File: src/rtl/divider_pipeline.sv
// Fully pipelined unsigned restoring divider: one quotient bit per stage, MSB first,
// one operation per clock, WIDTH-cycle latency, registered outputs.
module divider_pipeline #(
  parameter int WIDTH = 8
) (
  input  logic             CLK,
  input  logic             RST,
  input  logic             in_valid,
  input  logic [WIDTH-1:0] dividend,
  input  logic [WIDTH-1:0] divisor,
  output logic             out_valid,
  output logic [WIDTH-1:0] quotient,
  output logic [WIDTH-1:0] remainder,
  output logic             div_by_zero
);

  // Per-stage state. acc holds the dividend bits still to be consumed in its upper
  // part and the quotient bits produced so far in its lower part; each stage shifts
  // it left by one, so after the last stage it is exactly the quotient.
  logic [WIDTH-1:0] stg_valid;
  logic [WIDTH-1:0] stg_dbz;
  logic [WIDTH-1:0] stg_div [WIDTH];
  logic [WIDTH-1:0] stg_acc [WIDTH];
  logic [WIDTH-1:0] stg_rem [WIDTH];

  logic [WIDTH-1:0] src_valid;
  logic [WIDTH-1:0] src_dbz;
  logic [WIDTH-1:0] src_div [WIDTH];
  logic [WIDTH-1:0] src_acc [WIDTH];
  logic [WIDTH-1:0] src_rem [WIDTH];

  logic [WIDTH:0]   trial   [WIDTH];
  logic [WIDTH-1:0] take;
  logic [WIDTH-1:0] nxt_acc [WIDTH];
  logic [WIDTH-1:0] nxt_rem [WIDTH];

  always_comb begin
    src_valid  = {stg_valid[WIDTH-2:0], in_valid};
    src_dbz    = {stg_dbz[WIDTH-2:0], (divisor == '0)};
    src_div[0] = divisor;
    src_acc[0] = dividend;
    src_rem[0] = '0;
    for (int k = 1; k < WIDTH; k++) begin
      src_div[k] = stg_div[k-1];
      src_acc[k] = stg_acc[k-1];
      src_rem[k] = stg_rem[k-1];
    end
  end

  // Compare and subtract are WIDTH+1 bits; when the subtraction is taken the
  // result is below the divisor, so its low WIDTH bits are the whole answer.
  always_comb begin
    for (int k = 0; k < WIDTH; k++) begin
      trial[k]   = {src_rem[k], src_acc[k][WIDTH-1]};
      take[k]    = (trial[k] >= {1'b0, src_div[k]});
      nxt_rem[k] = take[k] ? (trial[k][WIDTH-1:0] - src_div[k]) : trial[k][WIDTH-1:0];
      nxt_acc[k] = {src_acc[k][WIDTH-2:0], take[k]};
    end
  end

  always_ff @(posedge CLK) begin
    if (RST) begin
      stg_valid   <= '0;
      out_valid   <= 1'b0;
      quotient    <= '0;
      remainder   <= '0;
      div_by_zero <= 1'b0;
    end else begin
      stg_valid <= src_valid;
      out_valid <= stg_valid[WIDTH-1];
      if (stg_valid[WIDTH-1]) begin
        quotient    <= stg_acc[WIDTH-1];
        remainder   <= stg_rem[WIDTH-1];
        div_by_zero <= stg_dbz[WIDTH-1];
      end
    end
  end

  // Data registers need no reset: they are only observed behind a valid bit.
  always_ff @(posedge CLK) begin
    for (int k = 0; k < WIDTH; k++) begin
      if (src_valid[k]) begin
        stg_div[k] <= src_div[k];
        stg_acc[k] <= nxt_acc[k];
        stg_rem[k] <= nxt_rem[k];
        stg_dbz[k] <= src_dbz[k];
      end
    end
  end

endmodule

File: config.mk
export PLATFORM = sky130hd
export DESIGN_NAME = divider_pipeline
export DESIGN_NICKNAME = d
export VERILOG_FILES = /design/src/rtl/divider_pipeline.sv
export SDC_FILE = /design/constraint.sdc
export NUM_CORES = 1
export LEC_CHECK = 0
export ABC_AREA = 1
export BUFFER_PORTS_ARGS = -buffer_cell sky130_fd_sc_hd__buf_2
export CORE_MARGIN = 1.5
export CORE_UTILIZATION = 41
export DETAILED_ROUTE_END_ITERATION = 8
export SLEW_MARGIN = 20
export SYNTH_ARGS = -nofsm -noshare
export SYNTH_HDL_FRONTEND = slang
export SYNTH_SLANG_ARGS = --single-unit
File: constraint.sdc
create_clock -name CLK -period 2.1 [get_ports CLK]
set_clock_uncertainty 0.2 [all_clocks]
set_input_delay 0 -clock CLK [delete_from_list [all_inputs] [get_ports CLK]]
set_output_delay 0 -clock CLK [all_outputs]
set_load 0.01 [all_outputs]
==> tab_implementation.tex <==
\begin{tabular}{lr}
\hline
Metric & Value \\
\hline
\multicolumn{2}{l}{\textbf{Status}} \\
Status & completed \\
\multicolumn{2}{l}{\textbf{Clock network}} \\
Deepest level of the CTS H-tree & 1 \\
Clock slew at reported path FFs & 0.06 ns \\
Root buffer cell & sky130\_fd\_sc\_hd\_\_clkbuf\_16 \\
Number of buffers created by CTS & 25 \\
Clk\_lat worst skew & 0.53 ns \\
Sink Count & about 220 \\
TritonCTS clock tree & built \\
Maximum buffer depth of the clock tree & 3 \\
\multicolumn{2}{l}{\textbf{Min path}} \\
Worst hold path startpoint & divisor[6] \\
Hold crit path type & primary input to flip-flop \\
\multicolumn{2}{l}{\textbf{STA}} \\
F\_max & 495 MHz \\
Max-slew violation total from the final report & 0 \\
Hold violation count in the final report & 0 \\
Min Clock Period, post-route & between 2 and 2.5 ns \\
\# setup viols final & 0 \\
Final period utilization & 96.2\% \\
Worst path setup slack after routing & between 0.07 and 0.08 ns \\
Slew of the pin with the lowest slew margin & 0.604 ns \\
Slew Limit Headroom & 59.3\% \\
\multicolumn{2}{l}{\textbf{Global routing}} \\
Total global routing overflow & 0 \\
Number of global-route vias before repair & 7117 \\
Maximum number of pins on one net before global-route repair & 27 \\
Global-route usage over all layers & 15.5\% \\
Initial antenna violation count & 0 \\
Wire length of the first global-routing pass & 33900 microns \\
\multicolumn{2}{l}{\textbf{Synthesis}} \\
Total of flip-flops plus latches after synthesis & about 220 \\
Number of nets in the synthesized netlist & 1171 \\
Synthesized-area fraction occupied by and/or/nand/nor cells & 21.9\% \\
Xor and xnor fraction of the mapped netlist area & 1.71\% \\
Share of synthesized area occupied by flip-flops and latches & 58.6\% \\
Main synth FF type & sky130\_fd\_sc\_hd\_\_edfxtp\_1 \\
Combinational family with the most area after synthesis & simple AND/OR/NAND/NOR gates \\
Multiplexer area fraction after synthesis & 0\% \\
Complex-gate fraction of the synthesized area & 2.67\% \\
Cell Area, Synth & 10700 sq um \\
Post-synthesis instance total & 1087 \\
Warnings, synthesis & 0 \\
Adder and majority cell fraction of the synthesized area & 8.07\% \\
Post-synthesis average cell area & 9.87 sq um \\
Number of distinct library cell variants in the gate-level netlist after synthesis & 31 \\
Number of enable flip-flop cells after synthesis & 192 \\
Share of flip-flops with an asynchronous set or reset after synthesis & 0\% \\
\multicolumn{2}{l}{\textbf{Worst setup path}} \\
Type of the worst setup path & flip-flop to flip-flop \\
Sort of element at the end of the critical path & flip-flop \\
Critical path peak fanout & 4 \\
Arr. time, crit path & 2.10 ns \\
Required time at the worst-slack endpoint & 2.18 ns \\
Startpoint of the most critical register-to-register path & stg\_rem[3][2] \\
Startpoint of the most critical setup path & stg\_rem[3][2] \\
Sort of element at the start of the critical path & flip-flop \\
\multicolumn{2}{l}{\textbf{Final layout}} \\
ANT cells & 0 \\
Most common cell after layout, fill and taps aside & sky130\_fd\_sc\_hd\_\_nand2\_1 \\
Proportion of layout cells with a drive suffix above 1 & around a fifth \\
Area grow syn2layout & 23.9\% \\
Sequential cell area in the final layout & 6290 sq um \\
FILL cells & 2369 \\
Multi-input gate area & just over 4000 sq um \\
Final core utilization & 51.4\% \\
Final layout net count & between 1000 and 1500 \\
Leading cell types in the layout, fill and taps excluded & sky130\_fd\_sc\_hd\_\_nand2\_1 (328), sky130\_fd\_sc\_hd\_\_edfxtp\_1 (192), sky130\_fd\_sc\_hd\_\_inv\_1 (164), sky130\_fd\_sc\_hd\_\_nand3\_1 (102), sky130\_fd\_sc\_hd\_\_buf\_4 (77) \\
\multicolumn{2}{l}{\textbf{Pwr}} \\
Static leakage & 0.00592 uW \\
Largest vdd supply drop & 548 uV \\
Power density cells & 763 nW/um\^{}2 \\
\multicolumn{2}{l}{\textbf{Drt}} \\
First-pass detailed-route iteration total & 5 \\
DR vias & 7533 \\
Detailed-route vias per instance & between 4 and 5 \\
DRC violations left & 0 \\
Drt first-iter violations & between 400 and 500 \\
Post-Route WL & 21300 microns \\
Average wire per cell in the routed design & $\sim$13 microns \\
Post-DRT Antenna Nets & 0 \\
\multicolumn{2}{l}{\textbf{Placed design}} \\
Half-perimeter wire length after detailed placement & between 15000 and 20000 microns \\
Gpl congestion & 0.859 \\
Dpl ws & -0.0264 ns \\
Number of buffers inserted by port buffering & 36 \\
\multicolumn{2}{l}{\textbf{Floorplan}} \\
Die height & 165 microns \\
Die extent in x & between 150 and 200 microns \\
Row Count & 59 \\
Number of primary I/O pins & 37 \\
Total die area & around 27000 sq um \\
Starting density of the core & 41.5\% \\
Core Region & 25800 sq um \\
\multicolumn{2}{l}{\textbf{Run}} \\
Number of max-capacitance violations reported & 0 \\
\hline
\end{tabular}
[logic make-up (layout without fill, tap and decap cells)]
kind of cell / after synthesis / in the layout
buf+inv: 190 / 366
fa+ha+maj: 65 / 65
xor+xnor: 21 / 21
compound gates: 52 / 52
flops: 218 / 218
simple gates: 541 / 546
[metal layers]
| layer | vias up | GRT usage, % | share of wire (%) |
|---|---|---|---|
| li1 | 3901 | - | - |
| met3 | 37 | 2.11 | 3.5 |
| met5 | - | 0 | 0 |
| met4 | 0 | 3.93 | 2.1 |
| met1 | 3479 | 19.7 | 45 |
| met2 | 116 | 27.9 | 49 |
[worst paths after layout]
path | to | slack [ns] | depth (start not counted)
setup / recovery | stg_rem[4][7] | 0.08 | 9
hold reg to reg | stg_acc[5][5] | 0.21 | 0
setup reg to reg | stg_rem[4][7] | 0.08 | 9
hold / removal | stg_div[0][6] | 0.03 | 2
[cell usage after synthesis, types with 2 or more instances]
cell                       count  area [sq um]
sky130_fd_sc_hd__nand3_1     102           510
sky130_fd_sc_hd__xor2_1       14           123
sky130_fd_sc_hd__nand2_4       9           101
sky130_fd_sc_hd__nand2_1     337          1260
sky130_fd_sc_hd__fa_1          7           140
sky130_fd_sc_hd__clkbuf_1      3          11.3
sky130_fd_sc_hd__nor2_1       51           191
sky130_fd_sc_hd__clkinv_1      2          7.51
sky130_fd_sc_hd__dfxtp_1      26           521
sky130_fd_sc_hd__a21oi_1      44           220
sky130_fd_sc_hd__buf_2         4          20.0
sky130_fd_sc_hd__xnor2_1       7          61.3
sky130_fd_sc_hd__a21oi_2       7          61.3
sky130_fd_sc_hd__nor2_2        3          18.8
sky130_fd_sc_hd__inv_1       173           649
sky130_fd_sc_hd__nand3b_1      4          30.0
sky130_fd_sc_hd__nor3_1        9          45.0
sky130_fd_sc_hd__nand4_1      14          87.6
sky130_fd_sc_hd__edfxtp_1    192          5770
sky130_fd_sc_hd__ha_1         58           726
sky130_fd_sc_hd__buf_6         5          56.3
sky130_fd_sc_hd__nand2_2       7          43.8
[through the flow]
step                total power, uW  TNS [ns]  hold WS, ns  area (sq um)  instances
floorplan                      5650         0       -0.101         10700       1087
global placement               5920    -0.148      -0.0230         11700       1504
detailed placement             5940    -0.167      -0.0215         11700       1504
CTS                           10200         0      0.00171         12800       1580
global route                  10500    -0.151       0.0288         13300       1603
finish                        10100         0       0.0294         13300       1603
[worst max-delay path: stages (launching register included)]
cell and delay, ns:
sky130_fd_sc_hd__edfxtp_1 0.44, sky130_fd_sc_hd__ha_1 0.36, sky130_fd_sc_hd__nand2_1 0.08, sky130_fd_sc_hd__inv_1 0.09, sky130_fd_sc_hd__nand4_1 0.13, sky130_fd_sc_hd__nand2_2 0.13, sky130_fd_sc_hd__buf_4 0.12, sky130_fd_sc_hd__nand2_2 0.06
sky130_fd_sc_hd__nand3_1 0.10, sky130_fd_sc_hd__nand2_1 0.06
[timing repair]
item / CTS / global route
hold buffers: 28 / 0
setup buffers: 1 / 19
gates resized for setup: 5 / 59
hold endpoints to repair: 76 / 0
pin swaps: 0 / 14
endpoints found under the setup margin: 18 / 58
cloned: 1 / 4
[report_power, final]
part           switching (uW)  internal (uW)  leakage, uW
Combinational             593            449      0.00354
Sequential               77.4           4860      0.00197
Clock                    1750           2410     0.000401
Total                    2420           7730      0.00592
[state kept, by name, summed over array words and instances, names as in the netlist]
register / count
quotient: 8
stg_valid: 8
div_by_zero: 1
out_valid: 1
stg_div: 56
remainder: 8
stg_dbz: 8
stg_acc: 64
stg_rem: 64
[cell type report]
class	instances	area share [%]
repair buffers	144	8.20
well taps	335	3.15
multi-input cells	684	30.3
inverters	176	4.97
clock buffers	33	5.33
flip-flops and latches	218	47.3
clock inverters	13	0.744
Note: power is estimated with default switching activity, not from simulation.
